$ cat src/rtl/fetch_stage.sv
// fetch_stage: PC select, instruction split/align, predicted-PC register and D pipeline register.
//   clk, rst_n                 clock, async active-low reset
//   imem_addr / imem_bytes     fetch address out, 10 instruction bytes in
//   imem_error                 fetch address out of range
//   f_stall, d_stall, d_bubble pipeline control
//   m_icode, m_cnd, m_valA     mispredicted-jump redirect
//   w_icode, w_valM            return redirect
//   d_*                        D register fields; f_pred_pc predicted-PC register
module fetch_stage #(
    parameter logic [63:0] RESET_PC = 64'd0
) (
    input  logic        clk,
    input  logic        rst_n,
    output logic [63:0] imem_addr,
    input  logic [79:0] imem_bytes,
    input  logic        imem_error,
    input  logic        f_stall,
    input  logic        d_stall,
    input  logic        d_bubble,
    input  logic [3:0]  m_icode,
    input  logic        m_cnd,
    input  logic [63:0] m_valA,
    input  logic [3:0]  w_icode,
    input  logic [63:0] w_valM,
    output logic [2:0]  d_stat,
    output logic [3:0]  d_icode,
    output logic [3:0]  d_ifun,
    output logic [3:0]  d_rA,
    output logic [3:0]  d_rB,
    output logic [63:0] d_valC,
    output logic [63:0] d_valP,
    output logic [63:0] f_pred_pc
);
    localparam logic [2:0] AOK = 3'd1, ADR = 3'd2, INS = 3'd3, HLT = 3'd4;
    logic        halted, mispredict, ret_redirect, redirect, halt_now, f_load, d_take;
    logic        bad, need_regids, need_valc;
    logic [3:0]  raw_icode, f_icode, f_ifun, f_ra, f_rb;
    logic [2:0]  f_stat;
    logic [63:0] f_valc, f_valp, next_pc;

    assign mispredict   = m_icode == 4'h7 && !m_cnd;
    assign ret_redirect = w_icode == 4'h9;
    assign redirect     = mispredict || ret_redirect;
    assign imem_addr    = mispredict ? m_valA : ret_redirect ? w_valM : f_pred_pc;

    assign raw_icode   = imem_bytes[7:4];
    assign bad         = imem_error || raw_icode > 4'hB;
    assign need_regids = raw_icode inside {4'h2, 4'h3, 4'h4, 4'h5, 4'h6, 4'hA, 4'hB};
    assign need_valc   = raw_icode inside {4'h3, 4'h4, 4'h5, 4'h7, 4'h8};
    assign f_stat      = imem_error ? ADR : raw_icode > 4'hB ? INS : raw_icode == 4'h0 ? HLT : AOK;
    assign f_icode     = bad ? 4'h1 : raw_icode;
    assign f_ifun      = bad ? 4'h0 : imem_bytes[3:0];
    assign f_ra        = (bad || !need_regids) ? 4'hF : imem_bytes[15:12];
    assign f_rb        = (bad || !need_regids) ? 4'hF : imem_bytes[11:8];
    assign f_valc      = (bad || !need_valc) ? 64'd0 : need_regids ? imem_bytes[79:16] : imem_bytes[71:8];
    assign f_valp      = imem_addr + 64'd1 + {63'd0, need_regids} + (need_valc ? 64'd8 : 64'd0);
    assign next_pc     = (f_icode == 4'h7 || f_icode == 4'h8) ? f_valc : f_valp;

    // A redirect overrides the halted freeze in the same cycle it arrives,
    // and also overrides f_stall so the redirect target's successor is captured.
    assign halt_now = halted && !redirect;
    assign f_load   = redirect || (!f_stall && !halt_now);
    assign d_take   = !d_stall && !d_bubble && !halt_now;

    always_ff @(posedge clk or negedge rst_n) begin
        if (!rst_n) begin
            f_pred_pc <= RESET_PC;
        end else if (f_load) begin
            f_pred_pc <= next_pc;
        end
    end

    always_ff @(posedge clk or negedge rst_n) begin
        if (!rst_n) begin
            halted <= 1'b0;
        end else if (d_take && f_stat != AOK) begin
            halted <= 1'b1;
        end else if (redirect) begin
            halted <= 1'b0;
        end
    end

    always_ff @(posedge clk or negedge rst_n) begin
        if (!rst_n) begin
            {d_stat, d_icode, d_ifun, d_rA, d_rB, d_valC, d_valP} <= {AOK, 4'h1, 4'h0, 4'hF, 4'hF, 64'd0, 64'd0};
        end else if (d_stall) begin
            {d_stat, d_icode, d_ifun, d_rA, d_rB, d_valC, d_valP} <= {d_stat, d_icode, d_ifun, d_rA, d_rB, d_valC, d_valP};
        end else if (d_take) begin
            {d_stat, d_icode, d_ifun, d_rA, d_rB, d_valC, d_valP} <= {f_stat, f_icode, f_ifun, f_ra, f_rb, f_valc, f_valp};
        end else begin
            {d_stat, d_icode, d_ifun, d_rA, d_rB, d_valC, d_valP} <= {AOK, 4'h1, 4'h0, 4'hF, 4'hF, 64'd0, 64'd0};
        end
    end
endmodule

$ cat config.mk
export PLATFORM = sky130hd
export DESIGN_NAME = fetch_stage
export DESIGN_NICKNAME = d
export VERILOG_FILES = /design/src/rtl/fetch_stage.sv
export SDC_FILE = /design/constraint.sdc
export NUM_CORES = 1
export LEC_CHECK = 0
export BUFFER_PORTS_ARGS = -buffer_cell sky130_fd_sc_hd__buf_2
export CORE_AREA = 2 2 194 196
export DETAILED_ROUTE_END_ITERATION = 6
export DIE_AREA = 0 0 196 198
export HOLD_SLACK_MARGIN = 0.15
export MAX_ROUTING_LAYER = met4
export PLACE_DENSITY = 0.59
export RECOVER_POWER = 100
export SLEW_MARGIN = 10
export SYNTH_ARGS = -nofsm -noshare
export SYNTH_HDL_FRONTEND = slang
export SYNTH_SLANG_ARGS = --single-unit
$ cat constraint.sdc
create_clock -name clk -period 3.4 [get_ports clk]
set_input_delay 0.68 -clock clk [delete_from_list [all_inputs] [get_ports clk]]
set_output_delay 0.68 -clock clk [all_outputs]
set_load 0.1 [all_outputs]
# Word level (Yosys, flattened, before mapping)
# Index checks and enable logic that the tools add are counted.
# classes
bitwise,0
shifts,0
n_mul,0
order_cmp,1
div_mod_pow,0
n_addsub,3
reduce_logical,24
n_eq_ne,14
mux,22
# op_table
cell,count
two-way mux 64 bit,7
adder 64 x 1 -> 64 bit,1
adder 64 x 1 -> 64 bit (second input constant),1
adder 64 x 4 -> 64 bit,1
two-way mux 4 bit,9
== test 4 x 3 -> 1 bit (second input constant),6
== test 4 bit (second input constant),5
two-way mux 3 bit,4
== test 4 x 2 -> 1 bit (second input constant),2
logical NOT 1 bit,8
nonzero test 7 bit,1
logical AND 1 bit,6
logical OR 1 bit,6
nonzero test 5 bit,1
greater-than comparator 4 bit (second input constant),1
logical NOT 4 bit,1
!= test 3 x 1 -> 1 bit (second input constant),1
two-way mux 1 bit,2
nonzero test 2 bit,1
# totals
mem_count,0
mem_bits_ro,0
in_bits,223
regBits,212
latchBits,0
ram_bits,0
out_inout_bits,275

# Depth between registers and ports, before layout
# logic_depth
word_depth,9
depth_mapped,24

# Worst setup path before layout
# Ideal clock, no wire load.
# synth_path
path_kind,input-to-reg
start,in m_icode[3]
end,reg f_pred_pc[55]
t_arrival_ns,6.360
path_slack_ns,-3.088
t_required_ns,3.272
setup_ns,0.128
stages,21
path_cell_list,nand4b_4 > or2_1 > buf_6 > buf_6 > buf_6 > clkbuf_1 > buf_2 > buf_2 > buf_1 > nor2_1 > a31oi_1 > ha_1 > nand2b_1 > nor4_1 > a311o_1 > and4_1 > nand3_4 > or4_4 > or3_1 > xnor2_1 > o21ai_1
# synth_lines
element,line_no,source
"start, declared",20,"input logic [3:0] m_icode,"
== test 4 x 3 -> 1 bit,41,assign mispredict = m_icode == 4'h7 && !m_cnd;
logical AND 1 bit,41,
two-way mux 64 bit,44,assign imem_addr = mispredict ? m_valA : ret_redirect ? w_valM : f_pred_pc;
via imem_addr[3],14,"output logic [63:0] imem_addr,"
adder 64 x 1 -> 64 bit (2 in a row),56,"assign f_valp = imem_addr + 64'd1 + {63'd0, need_regids} + (need_valc ? 64'd8 : 64'd0);"
adder 64 x 4 -> 64 bit,56,
two-way mux 64 bit,57,assign next_pc = (f_icode == 4'h7 || f_icode == 4'h8) ? f_valc : f_valp;
"end signal, assigned",69,f_pred_pc <= next_pc;
"end, declared",32,output logic [63:0] f_pred_pc
# The timed path passes the listed nets, and every way through them passes these cells.
# A chain may end at the register's enable or synchronous reset.

# Final worst setup path
# layout_path
start,in w_icode[1]
end,out imem_addr[48]
# layout_via
elab_chain_cells,3
# layout_lines
element,line_no,source
"start, declared",23,"input logic [3:0] w_icode,"
== test 4 bit,42,assign ret_redirect = w_icode == 4'h9;
two-way mux 64 bit (2 in a row),44,
"end, declared",14,
# Every way passes these cells.

==> flow_metrics.tcl <==
set metrics [dict create \
    wl_met3_mm 5.18 \
    m1WireLength_mm 28.8 \
    wl_met2_mm 28.0 \
    grt_usage 0.325 \
    layout-drive-gt1-share 0.294 \
    syn2layout_area_growth_pct 47.9 \
    cp.required_ns 2.72 \
    grt_max_degree 125 \
    fin_crit_sh 0.988 \
    violations "capacitance limit, slew limit" \
    hold_violations 0 \
    critPathSlowestCell "nand4bb_4" \
    r2r-end "f_pred_pc[20]$_DFFE_PN0P_" \
    antenna_left 0 \
    cts_tree "built" \
    reg2reg_from "f_pred_pc[0]$_DFFE_PN0P_" \
    nets 2402 \
    path_max_fanout 27 \
    synth-edff-count 0 \
    slew_headroom -0.522 \
    routedWlPerCell_um 23.8 \
    syn_nets 1767 \
    worstSkewPairLatency_ns 0.55 \
    syn_area_um2 12800 \
    clockBufferDepth 3 \
    status "finished, violations left" \
    die-area_um2 38800 \
    routed-via-count 14700 \
    die_h_um 198 \
    synthArstFlopShare 1.00 \
    cts.clk_slew.worst_paths_ns 0.06 \
    drt-initial-drc-count 1172 \
    worstHoldStart "imem_bytes[2]" \
    grt_antenna_before_repair 6 \
    drv_cap 1 \
    crit_family "buffers and inverters" \
    tightest_slew_ns 2.28 \
    final_cell_mix "nand2_1 (376), clkbuf_1 (230), buf_2 (222)" \
    final_common_cell "nand2_1" \
    place.gp.congestion 0.975 \
    synth_ff_type "dfrtp_1" \
    rows 71 \
    start_util 0.345 \
    h-tree-depth 1 \
    period_needed_ns 3.36 \
    rsz0062_at_grt "false" \
    drv_slew 49 \
    port_buffers 497 \
    rrSetupSlack_ns 0.30 \
    routed_via_density 5.49 \
    drc 0 \
    highest_layer "met4" \
    path_depth 11 \
    fillers 3719 \
    cts_root_buf "clkbuf_16" \
    yosys_warnings 0 \
    ys_ff_latch 212 \
    setup.worst_path.end_class "output port" \
    hp-class "in2reg" \
    worstPathArrival_ns 2.68 \
    drt_wl_total_mm 63.6 \
    fmax_mhz 298 \
    clock-sinks 212 \
    p_per_area_nw_per_um2 971 \
    setup-violations-final 0 \
    finClkSkew_ns 0.0197 \
    dp_hpwl_mm 49.8 \
    io_pins 498 \
    yosysUniqueCellTypes 66 \
    grt_pass1_wl_mm 92.4 \
    cp.buffers_inverters 8 \
    drt_pre_antenna_iters 6 \
    p_total_mw 18.3 \
    tns_ns 0 \
    die_w_um 196 \
    crit_start "w_icode[1]" \
    grt_pass1_vias 14200 \
    crit_type "in2out" \
    cts_buffers 25 \
    vdd_ir_drop_max_mv 0.645 \
    syn_area_per_cell_um2 8.28 \
    core_um2 37000 \
    p_leak_nw 8.75 \
    r2r.worst_path.cells 17 \
    netlist_instances 1540 \
    crit_chain "buf_2 -> buf_4 -> nand4bb_4 -> buf_8 -> buf_12 -> buf_12 -> mux2i_1 -> a21o_1 -> buf_4 -> inv_1 -> buf_8" \
    cp-endpoint "imem_addr[48]" \
    start_kind "input pin" \
    critPathMaxStageDelay_ns 0.26 \
    overflow 0 \
    yosysSeqAreaShare 0.417 \
]
## state kept, by name, summed over array words and instances (netlist names), 3 cells and up
name and cells:
d_rB 4, d_ifun 4, d_rA 4, d_valC 64
d_icode 4, d_valP 64, d_stat 3, f_pred_pc 64
## synth_stat cells (7+ instances only)
master / n / area [um2]
a31o_2: 9 / 78.8
a21o_1: 12 / 90.1
clkbuf_1: 77 / 289
mux2i_1: 34 / 340
dfrtp_1: 202 / 5050
xnor2_1: 38 / 333
nor3_1: 51 / 255
mux2_2: 7 / 78.8
a21oi_1: 125 / 626
nand4_1: 14 / 87.6
nand2_1: 377 / 1420
buf_2: 17 / 85.1
o21ai_1: 25 / 125
o22ai_1: 8 / 50.1
a211oi_1: 7 / 52.6
dfstp_2: 10 / 263
a31oi_1: 35 / 219
and3_1: 11 / 68.8
nand3_1: 21 / 105
inv_1: 29 / 109
o21ai_0: 81 / 405
nor2_1: 93 / 349
xor2_1: 17 / 149
buf_1: 16 / 60.1
nor4_1: 12 / 75.1
nor4_2: 10 / 125
a22o_1: 110 / 963
o22a_1: 9 / 78.8
## kinds of logic after synthesis
family,count (synthesis),share of synthesized area
fa+ha+maj,4,0.00392
buf+inv,148,0.0494
simple gates,634,0.229
compound gates,445,0.229
xor+xnor,55,0.0378
flops,212,0.417
mux,42,0.0338
## per-layer routing
metal / GRT usage / up-vias
met5: - / -
met4: 0.0898 / 0
met3: 0.0574 / 88
met2: 0.477 / 699
met1: 0.461 / 7147
li1: - / 6734
## report_power, final
group / switching [mW] / internal, mW / leakage (nW)
clock network: 1.11 / 1.52 / 0.383
registers: 0.631 / 3.04 / 2.77
logic: 9.01 / 3.00 / 5.59
## cell type report
class / instances / area, um2 / share of cell area
clock inverter: 8 / 73.8 / 0.00391
antenna: 6 / 15.0 / 0.000796
clock buffer: 34 / 709 / 0.0376
multi-input combinational: 1180 / 7200 / 0.382
tap: 474 / 593 / 0.0314
timing repair buffer: 726 / 4810 / 0.255
inverter: 30 / 131 / 0.00697
sequential: 212 / 5320 / 0.282
## through the flow
stage                     utilization  instances  hold slack (ns)  area (um2)  setup slack [ns]
after floorplan                     -       1540            0.384       13100             -1.51
after global placement          0.498       2616            0.464       18400            -0.441
after detailed placement        0.498       2616            0.463       18400            -0.476
after CTS                       0.520       2659            0.356       19200            0.0240
after global routing            0.510       2669            0.350       18900          0.000575
final                           0.510       2670            0.362       18900            0.0394
## worst min path at each step
stage | to | cells after the start
after detailed placement | d_valP[59]$_DFFE_PN0N_ | 2
after global routing | d_ifun[1]$_DFFE_PN0N_ | 2
final | d_ifun[2]$_DFFE_PN0N_ | 2
after floorplan | d_icode[1]$_DFFE_PN0N_ | 0
after global placement | d_valP[59]$_DFFE_PN0N_ | 2
after CTS | d_ifun[2]$_DFFE_PN0N_ | 2
## timing repair
item	in CTS	in global routing
endpoints found under the setup margin	1	48
cloned	0	1
hold endpoints to repair	36	0
setup buffers	0	4
pin swaps	0	18
hold buffers	1	0
resized for setup	1	35
Power figures use the tool's default switching activity.
